`src/rtl/conv_weight_loader_pkg.sv`:
```
// Shared widths, defaults and FSM encoding for the conv weight loader and its neighbours.
package conv_weight_loader_pkg;
  localparam int CWL_DATA_W           = 16;
  localparam int CWL_WORDS_PER_KERNEL = 10;
  localparam int CWL_RDY_TIMEOUT      = 15;

  typedef enum logic [2:0] {
    S_IDLE     = 3'd0,
    S_FETCH    = 3'd1,
    S_WAIT_RDY = 3'd2,
    S_CONV     = 3'd3,
    S_NEXT     = 3'd4
  } cwl_state_t;
endpackage

```
`src/rtl/conv_weight_loader_if.sv`:
```
// Control, weight-memory, conv_weights and conv-engine signals of the loader.
interface conv_weight_loader_if #(
  parameter int DATA_W = 16,
  parameter int KIDX_W = 2,
  parameter int ADDR_W = 6
);
  logic              start;
  logic              auto_all;
  logic [KIDX_W-1:0] kernel_idx;
  logic              mem_rd_en;
  logic [ADDR_W-1:0] mem_addr;
  logic [DATA_W-1:0] mem_rd_data;
  logic              wr_en;
  logic [DATA_W-1:0] wr_data;
  logic              weights_ready;
  logic              conv_start;
  logic              conv_done;
  logic              busy;
  logic [KIDX_W-1:0] cur_kernel;
  logic              done;
  logic              err;

  modport master (
    input  start, auto_all, kernel_idx, mem_rd_data, weights_ready, conv_done,
    output mem_rd_en, mem_addr, wr_en, wr_data, conv_start, busy, cur_kernel, done, err
  );

  modport slave (
    output start, auto_all, kernel_idx, mem_rd_data, weights_ready, conv_done,
    input  mem_rd_en, mem_addr, wr_en, wr_data, conv_start, busy, cur_kernel, done, err
  );
endinterface

```
`src/rtl/conv_weight_loader_burst_gen.sv`:
```
// Issues one kernel's worth of memory reads and replays the returned data as an
// unbroken wr_en burst, one cycle behind the read data.
module conv_weight_loader_burst_gen #(
  parameter int DATA_W           = 16,
  parameter int ADDR_W           = 6,
  parameter int KIDX_W           = 2,
  parameter int WORDS_PER_KERNEL = 10
) (
  input  logic              pclk,
  input  logic              rst_n,
  input  logic              i_go,
  input  logic [KIDX_W-1:0] i_kidx,
  output logic              o_rd_en,
  output logic [ADDR_W-1:0] o_addr,
  input  logic [DATA_W-1:0] i_rd_data,
  output logic              o_wr_en,
  output logic [DATA_W-1:0] o_wr_data,
  output logic              o_last
);
  localparam int CNT_W = (WORDS_PER_KERNEL > 1) ? $clog2(WORDS_PER_KERNEL) : 1;

  logic [CNT_W-1:0]  r_cnt;
  logic              r_rd_en;
  logic [ADDR_W-1:0] r_addr;
  logic              r_rd_d1;
  logic              r_wr_en;
  logic [DATA_W-1:0] r_wr_data;
  logic [ADDR_W-1:0] w_base;

  assign w_base = ADDR_W'(i_kidx) * ADDR_W'(WORDS_PER_KERNEL);

  always_ff @(posedge pclk) begin
    if (!rst_n) begin
      r_cnt     <= '0;
      r_rd_en   <= 1'b0;
      r_addr    <= '0;
      r_rd_d1   <= 1'b0;
      r_wr_en   <= 1'b0;
      r_wr_data <= '0;
    end else begin
      // read data lands one cycle after rd_en; register it once more for wr_data
      r_rd_d1 <= r_rd_en;
      r_wr_en <= r_rd_d1;
      if (r_rd_d1) r_wr_data <= i_rd_data;
      if (i_go) begin
        r_rd_en <= 1'b1;
        r_cnt   <= '0;
        r_addr  <= w_base;
      end else if (r_rd_en) begin
        if (r_cnt == CNT_W'(WORDS_PER_KERNEL - 1)) begin
          r_rd_en <= 1'b0;
        end else begin
          r_cnt  <= r_cnt + CNT_W'(1);
          r_addr <= r_addr + ADDR_W'(1);
        end
      end
    end
  end

  assign o_rd_en   = r_rd_en;
  assign o_addr    = r_addr;
  assign o_wr_en   = r_wr_en;
  assign o_wr_data = r_wr_data;
  // final write of the burst: nothing left in the read pipeline behind it
  assign o_last    = r_wr_en & ~r_rd_d1 & ~r_rd_en;
endmodule

```
`src/rtl/conv_weight_loader.sv`:
```
// Loads 3x3 kernels plus bias into conv_weights and runs one conv pass per kernel,
// either for a single selected kernel or for every kernel of the layer.
module conv_weight_loader
  import conv_weight_loader_pkg::*;
#(
  parameter int DATA_W           = CWL_DATA_W,
  parameter int WORDS_PER_KERNEL = CWL_WORDS_PER_KERNEL,
  parameter int N_KERNELS        = 4,
  parameter int KIDX_W           = 2,
  parameter int ADDR_W           = 6,
  parameter int RDY_TIMEOUT      = CWL_RDY_TIMEOUT
) (
  input logic                pclk,
  input logic                rst_n,
  conv_weight_loader_if.master bus
);
  localparam int TMR_W = $clog2(RDY_TIMEOUT + 1);

  cwl_state_t        r_state;
  logic              r_auto;
  logic [KIDX_W-1:0] r_cur;
  logic [TMR_W-1:0]  r_tmr;
  logic              r_conv_start;
  logic              r_busy;
  logic              r_done;
  logic              r_err;

  logic              w_idx_ok;
  logic              w_more;
  logic              w_go;
  logic [KIDX_W-1:0] w_go_kidx;
  logic              w_last;

  assign w_idx_ok  = int'(bus.kernel_idx) < N_KERNELS;
  assign w_more    = r_auto && (int'(r_cur) < N_KERNELS - 1);
  assign w_go      = ((r_state == S_IDLE) && bus.start && (bus.auto_all || w_idx_ok)) ||
                     ((r_state == S_NEXT) && w_more);
  assign w_go_kidx = (r_state == S_IDLE) ? (bus.auto_all ? '0 : bus.kernel_idx)
                                         : r_cur + KIDX_W'(1);

  conv_weight_loader_burst_gen #(
    .DATA_W(DATA_W), .ADDR_W(ADDR_W), .KIDX_W(KIDX_W), .WORDS_PER_KERNEL(WORDS_PER_KERNEL)
  ) u_burst (
    .pclk      (pclk),
    .rst_n     (rst_n),
    .i_go      (w_go),
    .i_kidx    (w_go_kidx),
    .o_rd_en   (bus.mem_rd_en),
    .o_addr    (bus.mem_addr),
    .i_rd_data (bus.mem_rd_data),
    .o_wr_en   (bus.wr_en),
    .o_wr_data (bus.wr_data),
    .o_last    (w_last)
  );

  always_ff @(posedge pclk) begin
    if (!rst_n) begin
      r_state      <= S_IDLE;
      r_auto       <= 1'b0;
      r_cur        <= '0;
      r_tmr        <= '0;
      r_conv_start <= 1'b0;
      r_busy       <= 1'b0;
      r_done       <= 1'b0;
      r_err        <= 1'b0;
    end else begin
      r_conv_start <= 1'b0;
      r_done       <= 1'b0;
      r_err        <= 1'b0;
      case (r_state)
        S_IDLE: begin
          if (bus.start) begin
            if (!bus.auto_all && !w_idx_ok) begin
              r_err <= 1'b1;
            end else begin
              r_auto  <= bus.auto_all;
              r_cur   <= w_go_kidx;
              r_busy  <= 1'b1;
              r_state <= S_FETCH;
            end
          end
        end
        S_FETCH: begin
          if (w_last) begin
            r_tmr   <= '0;
            r_state <= S_WAIT_RDY;
          end
        end
        S_WAIT_RDY: begin
          if (bus.weights_ready) begin
            r_conv_start <= 1'b1;
            r_state      <= S_CONV;
          end else if (r_tmr == TMR_W'(RDY_TIMEOUT - 1)) begin
            r_err   <= 1'b1;
            r_busy  <= 1'b0;
            r_state <= S_IDLE;
          end else begin
            r_tmr <= r_tmr + TMR_W'(1);
          end
        end
        // a done coincident with our own start pulse belongs to an earlier pass
        S_CONV: begin
          if (bus.conv_done && !r_conv_start) r_state <= S_NEXT;
        end
        S_NEXT: begin
          if (w_more) begin
            r_cur   <= w_go_kidx;
            r_state <= S_FETCH;
          end else begin
            r_done  <= 1'b1;
            r_busy  <= 1'b0;
            r_state <= S_IDLE;
          end
        end
        default: begin
          r_busy  <= 1'b0;
          r_state <= S_IDLE;
        end
      endcase
    end
  end

  assign bus.conv_start = r_conv_start;
  assign bus.busy       = r_busy;
  assign bus.cur_kernel = r_cur;
  assign bus.done       = r_done;
  assign bus.err        = r_err;
endmodule

```
`src/flat_wrapper.sv`:
```
// flat-port wrapper written by rule: the top's interface ports become plain ports
module conv_weight_loader_flat import conv_weight_loader_pkg::*;
#(
  parameter int DATA_W           = CWL_DATA_W,
  parameter int WORDS_PER_KERNEL = CWL_WORDS_PER_KERNEL,
  parameter int N_KERNELS        = 4,
  parameter int KIDX_W           = 2,
  parameter int ADDR_W           = 6,
  parameter int RDY_TIMEOUT      = CWL_RDY_TIMEOUT
)
  (pclk, rst_n, bus_start, bus_auto_all, bus_kernel_idx, bus_mem_rd_data, bus_weights_ready, bus_conv_done, bus_mem_rd_en, bus_mem_addr, bus_wr_en, bus_wr_data, bus_conv_start, bus_busy, bus_cur_kernel, bus_done, bus_err);
  conv_weight_loader_if #(.DATA_W(DATA_W), .KIDX_W(KIDX_W), .ADDR_W(ADDR_W)) bus_i ();
  input logic pclk;
  input logic rst_n;
  input wire logic [$bits(bus_i.start)-1:0] bus_start;
  input wire logic [$bits(bus_i.auto_all)-1:0] bus_auto_all;
  input wire logic [$bits(bus_i.kernel_idx)-1:0] bus_kernel_idx;
  input wire logic [$bits(bus_i.mem_rd_data)-1:0] bus_mem_rd_data;
  input wire logic [$bits(bus_i.weights_ready)-1:0] bus_weights_ready;
  input wire logic [$bits(bus_i.conv_done)-1:0] bus_conv_done;
  output wire logic [$bits(bus_i.mem_rd_en)-1:0] bus_mem_rd_en;
  output wire logic [$bits(bus_i.mem_addr)-1:0] bus_mem_addr;
  output wire logic [$bits(bus_i.wr_en)-1:0] bus_wr_en;
  output wire logic [$bits(bus_i.wr_data)-1:0] bus_wr_data;
  output wire logic [$bits(bus_i.conv_start)-1:0] bus_conv_start;
  output wire logic [$bits(bus_i.busy)-1:0] bus_busy;
  output wire logic [$bits(bus_i.cur_kernel)-1:0] bus_cur_kernel;
  output wire logic [$bits(bus_i.done)-1:0] bus_done;
  output wire logic [$bits(bus_i.err)-1:0] bus_err;
  assign bus_i.start = bus_start;
  assign bus_i.auto_all = bus_auto_all;
  assign bus_i.kernel_idx = bus_kernel_idx;
  assign bus_i.mem_rd_data = bus_mem_rd_data;
  assign bus_i.weights_ready = bus_weights_ready;
  assign bus_i.conv_done = bus_conv_done;
  assign bus_mem_rd_en = bus_i.mem_rd_en;
  assign bus_mem_addr = bus_i.mem_addr;
  assign bus_wr_en = bus_i.wr_en;
  assign bus_wr_data = bus_i.wr_data;
  assign bus_conv_start = bus_i.conv_start;
  assign bus_busy = bus_i.busy;
  assign bus_cur_kernel = bus_i.cur_kernel;
  assign bus_done = bus_i.done;
  assign bus_err = bus_i.err;
  conv_weight_loader #(.DATA_W(DATA_W), .WORDS_PER_KERNEL(WORDS_PER_KERNEL), .N_KERNELS(N_KERNELS), .KIDX_W(KIDX_W), .ADDR_W(ADDR_W), .RDY_TIMEOUT(RDY_TIMEOUT)) u_core (.pclk(pclk), .rst_n(rst_n), .bus(bus_i));
endmodule
```
`config.mk`:
```
export PLATFORM = sky130hd
export DESIGN_NAME = conv_weight_loader_flat
export DESIGN_NICKNAME = d
export VERILOG_FILES = /design/src/rtl/conv_weight_loader_pkg.sv /design/src/rtl/conv_weight_loader_if.sv /design/src/rtl/conv_weight_loader_burst_gen.sv /design/src/rtl/conv_weight_loader.sv /design/src/flat_wrapper.sv
export SDC_FILE = /design/constraint.sdc
export NUM_CORES = 1
export LEC_CHECK = 0
export CAP_MARGIN = 0
export CORE_MARGIN = 2
export CORE_UTILIZATION = 40
export CTS_CLUSTER_SIZE = 24
export DETAILED_ROUTE_END_ITERATION = 8
export PLACE_DENSITY = 0.69
export SYNTH_ARGS = -nofsm -noshare
export SYNTH_HDL_FRONTEND = slang
export SYNTH_SLANG_ARGS = --single-unit
```
`constraint.sdc`:
```
create_clock -name pclk -period 2.4 [get_ports pclk]
set_input_delay 0.36 -clock pclk [delete_from_list [all_inputs] [get_ports pclk]]
set_output_delay 0.36 -clock pclk [all_outputs]
set_load 0.005 [all_outputs]
```
==> run_results.csv <==
group,metric,value,unit
power,seqPwrFrac,45.7,%
setup_path,critPathRequiredTime,2.56,ns
timing,fin_crit,1.94,ns
drt,vias_per_cell,5.26,
placed_design,port-buffer-count,53,
synth,synth_top_family_by_area,"simple AND/OR/NAND/NOR gates",
synth,synth-simple-area-share,24.0,%
flow_run,cap_viol_max_count,0,
synth,synthAdderAreaFrac,3.89,%
clock_tree,cts_sinks,43,
timing,relSlewSlack,65.2,%
global_route,gr-usage-all-layers,17.0,%
synth,synth_compound_area_share,10.1,%
timing,period_share,81.0,%
timing,finClkSkew,0.00285,ns
clock_tree,holdBufCountCts,0,
setup_path,cp-end-kind,"register",
clock_tree,cts_inserted_buffers,5,
clock_tree,clk_pin_slew,0.08,ns
synth,yosys_register_bits,43,
synth,synth_edf_count,0,
floorplanning,die-area,5390,µm²
placed_design,globalplace.congestion,0.794,
clock_tree,cts.path.max_buffers,2,
clock_tree,clk_latency,0.29,ns
placed_design,hpwlAfterDp,2870,µm
power,p_clk_share,31.3,%
drt,drc,0,
synth,netlist_area,1930,µm²
drt,drt_iter0_drc,89,
power,p_per_area,694,nW/µm²
drt,wire_per_inst,13.1,µm
floorplanning,io_pins,54,
floorplanning,rows,25,
floorplanning,die_y,73.5,µm
clock_tree,cts_tree,"built",
global_route,grt-ovfl-total,0,
synth,muxShareOfSynthArea,11.5,%
global_route,grt_pass1_vias,1590,
min_path,hp-class,"register to register",
synth,ys.flop_type,"dfxtp_1",
global_route,grt_max_degree,26,
timing,fmax,514,MHz
placed_design,dp_cells,310,
floorplanning,die_x,73.5,µm
drt,ant_nets,0,
synth,syn-num-nets,238,
synth,netlist-cell-type-count,43,
floorplanning,core_area,4690,µm²
synth,async_flop_share,0,%
synth,yosys_warnings,0,
power,switchingPower,492,µW
drt,vias,1672,
power,ir_worst_vdd,0.351,mV
clock_tree,cts.htree.levels,2,
clock_tree,clockRootBuffer,"clkbuf_8",
global_route,grt_pass1_wl,7130,µm
status,status,"complete, no violations",
timing,setup_viol,0,
setup_path,critPathLaunchType,"register",
power,power.leakage,0.985,nW
global_route,grt_antenna_before_repair,0,
synth,syn_area_per_cell,9.28,µm²
setup_path,arrival,2.10,ns
power,p_int,1.34,mW
timing,timing_hold_violations_final,0,
power,p_sw_share,26.9,%
floorplanning,start_util,41.1,%
synth,netlist_instances,208,
drt,wirelength,4160,µm
cells_and_area,n_antenna_cell,0,
cells_and_area,instances_no_fill,318,
synth,yosysSeqAreaShare,44.6,%
power,power_frac_comb,23.0,%
cells_and_area,layout.nets,293,
setup_path,cp_max_fo,17,
setup_path,worst-setup-path-type,"register to register",
cells_and_area,drive_gt1_share,6.06,%
timing,worst_pin_slew,0.518,ns
cells_and_area,synthToLayoutAreaGrowth,37.0,%
clock_tree,cts_setup_buffers,0,
timing,drv_slew,0,
timing,tns,0,ns
drt,detail_route.first_pass.iterations,4,
synth,synth_xor_xnor_area_share,2.72,%
timing,rsz0062_at_grt,"no",
clock_tree,cts_resized,0,
-- state kept, by name (all words and copies together), names as in the netlist, 2 cells and up --
| register | count |
|---|---|
| u_core.u_burst.r_cnt | 4 |
| u_core.bus.cur_kernel | 2 |
| u_core.r_state | 3 |
| u_core.u_burst.o_addr | 6 |
| u_core.r_tmr | 4 |
| u_core.u_burst.o_wr_data | 16 |
-- worst paths after layout --
kind | end | from | slack (ns) | cells past startpoint
worst max-delay path | u_core.u_burst.o_addr[3]$_SDFFE_PN0P_ | u_core.r_state[2]$_SDFFE_PN0P_ | 0.46 | 4
worst min-delay path | u_core.r_tmr[3]$_SDFFE_PN0P_ | u_core.r_tmr[3]$_SDFFE_PN0P_ | 0.48 | 2
worst max register to register | u_core.u_burst.o_addr[3]$_SDFFE_PN0P_ | u_core.r_state[2]$_SDFFE_PN0P_ | 0.46 | 4
worst min register to register | u_core.r_tmr[3]$_SDFFE_PN0P_ | u_core.r_tmr[3]$_SDFFE_PN0P_ | 0.48 | 2
-- power by group through the flow --
stage / clock network, mW / registers [mW] / logic [mW]
after CTS: 0.594 / 0.836 / 0.425
after global routing: 0.621 / 0.848 / 0.472
after global placement: 0 / 0.851 / 0.419
after detailed placement: 0 / 0.851 / 0.422
final: 0.575 / 0.837 / 0.421
after floorplan: 0 / 0.831 / 0.261
-- synthesized netlist by cell type, types with 2 or more instances --
cell type / instances / area share, %
mux2i_1: 21 / 11
a32oi_1: 2 / 0.91
nor2_1: 30 / 5.8
xor2_1: 4 / 1.8
nor3b_1: 2 / 0.78
and2_1: 4 / 1.3
a21oi_1: 5 / 1.3
a2111oi_0: 2 / 0.91
nand3_1: 6 / 1.6
ha_1: 6 / 3.9
buf_2: 2 / 0.52
nand4_1: 5 / 1.6
nor3_1: 5 / 1.3
nor2b_1: 2 / 0.65
inv_1: 5 / 0.97
xnor2_1: 2 / 0.91
o22ai_1: 2 / 0.65
nand2b_1: 9 / 2.9
nand3b_1: 2 / 0.78
o21a_1: 2 / 0.78
dfxtp_1: 43 / 45
a31oi_1: 3 / 0.97
clkbuf_1: 7 / 1.4
nand2_1: 10 / 1.9
and4_1: 3 / 1.4
and3_1: 2 / 0.65
o21ai_0: 6 / 1.6
-- critical path, cell delays in order, from the launching register on --
cell	delay [ns]
dfxtp_1	0.46
nor3_1	0.47
mux2i_1	0.33
nand2_1	0.13
a2111oi_0	0.41
-- cell type report --
| class | count | area, µm² |
|---|---|---|
| fill | 455 | 2050 |
| timing repair buffer | 58 | 568 |
| clock inverter | 2 | 35.0 |
| tap | 54 | 67.6 |
| multi-input combinational | 149 | 1010 |
| inverter | 6 | 22.5 |
| sequential | 43 | 861 |
| clock buffer | 6 | 82.6 |
-- cell usage in the layout, fill, tap and decap left out, drive strengths merged, types with 2 or more instances in the layout --
cell type and instances:
a2111oi 2, a21oi 5, a31oi 3, a32oi 2
and2 4, and3 2, and4 3, buf 5
clkbuf 6, clkdlybuf4s50 53, clkinv 2, dfxtp 43
ha 6, inv 5, mux2i 21, nand2 10
nand2b 9, nand3 6, nand3b 2, nand4 5
nor2 30, nor2b 2, nor3 5, nor3b 2
nor4b 2, o21a 2, o21ai 7, o22ai 2
xnor2 2, xor2 4
-- layer usage --
metal | track usage (%) | share of wire [%]
met3 | 6.45 | 7.9
met1 | 22.3 | 48
met2 | 25.6 | 43
met5 | 0 | 0
met4 | 5.45 | 1.3
-- cell families after synthesis --
family                   Yosys count
AO/OA/AOI/OAI                     29
XOR/XNOR                           6
adder cells (fa/ha/maj)            6
buffers and inverters             16
flip-flops                        43
multiplexers                      22
AND/OR/NAND/NOR                   86
-- metrics by stage --
| step | setup slack, ns | area, µm² | power, mW | hold slack [ns] | utilization (%) |
|---|---|---|---|---|---|
| finish | 0.455 | 2640 | 1.83 | 0.478 | 56.3 |
| global route | 0.180 | 2640 | 1.94 | 0.516 | 56.3 |
| global placement | 0.390 | 2520 | 1.27 | 0.467 | 53.8 |
| detailed placement | 0.301 | 2520 | 1.27 | 0.470 | 53.8 |
| CTS | 0.429 | 2640 | 1.85 | 0.484 | 56.3 |
| floorplan | 0.722 | 1930 | 1.09 | 0.436 | - |
No activity file was read; power rests on OpenSTA's default activity.
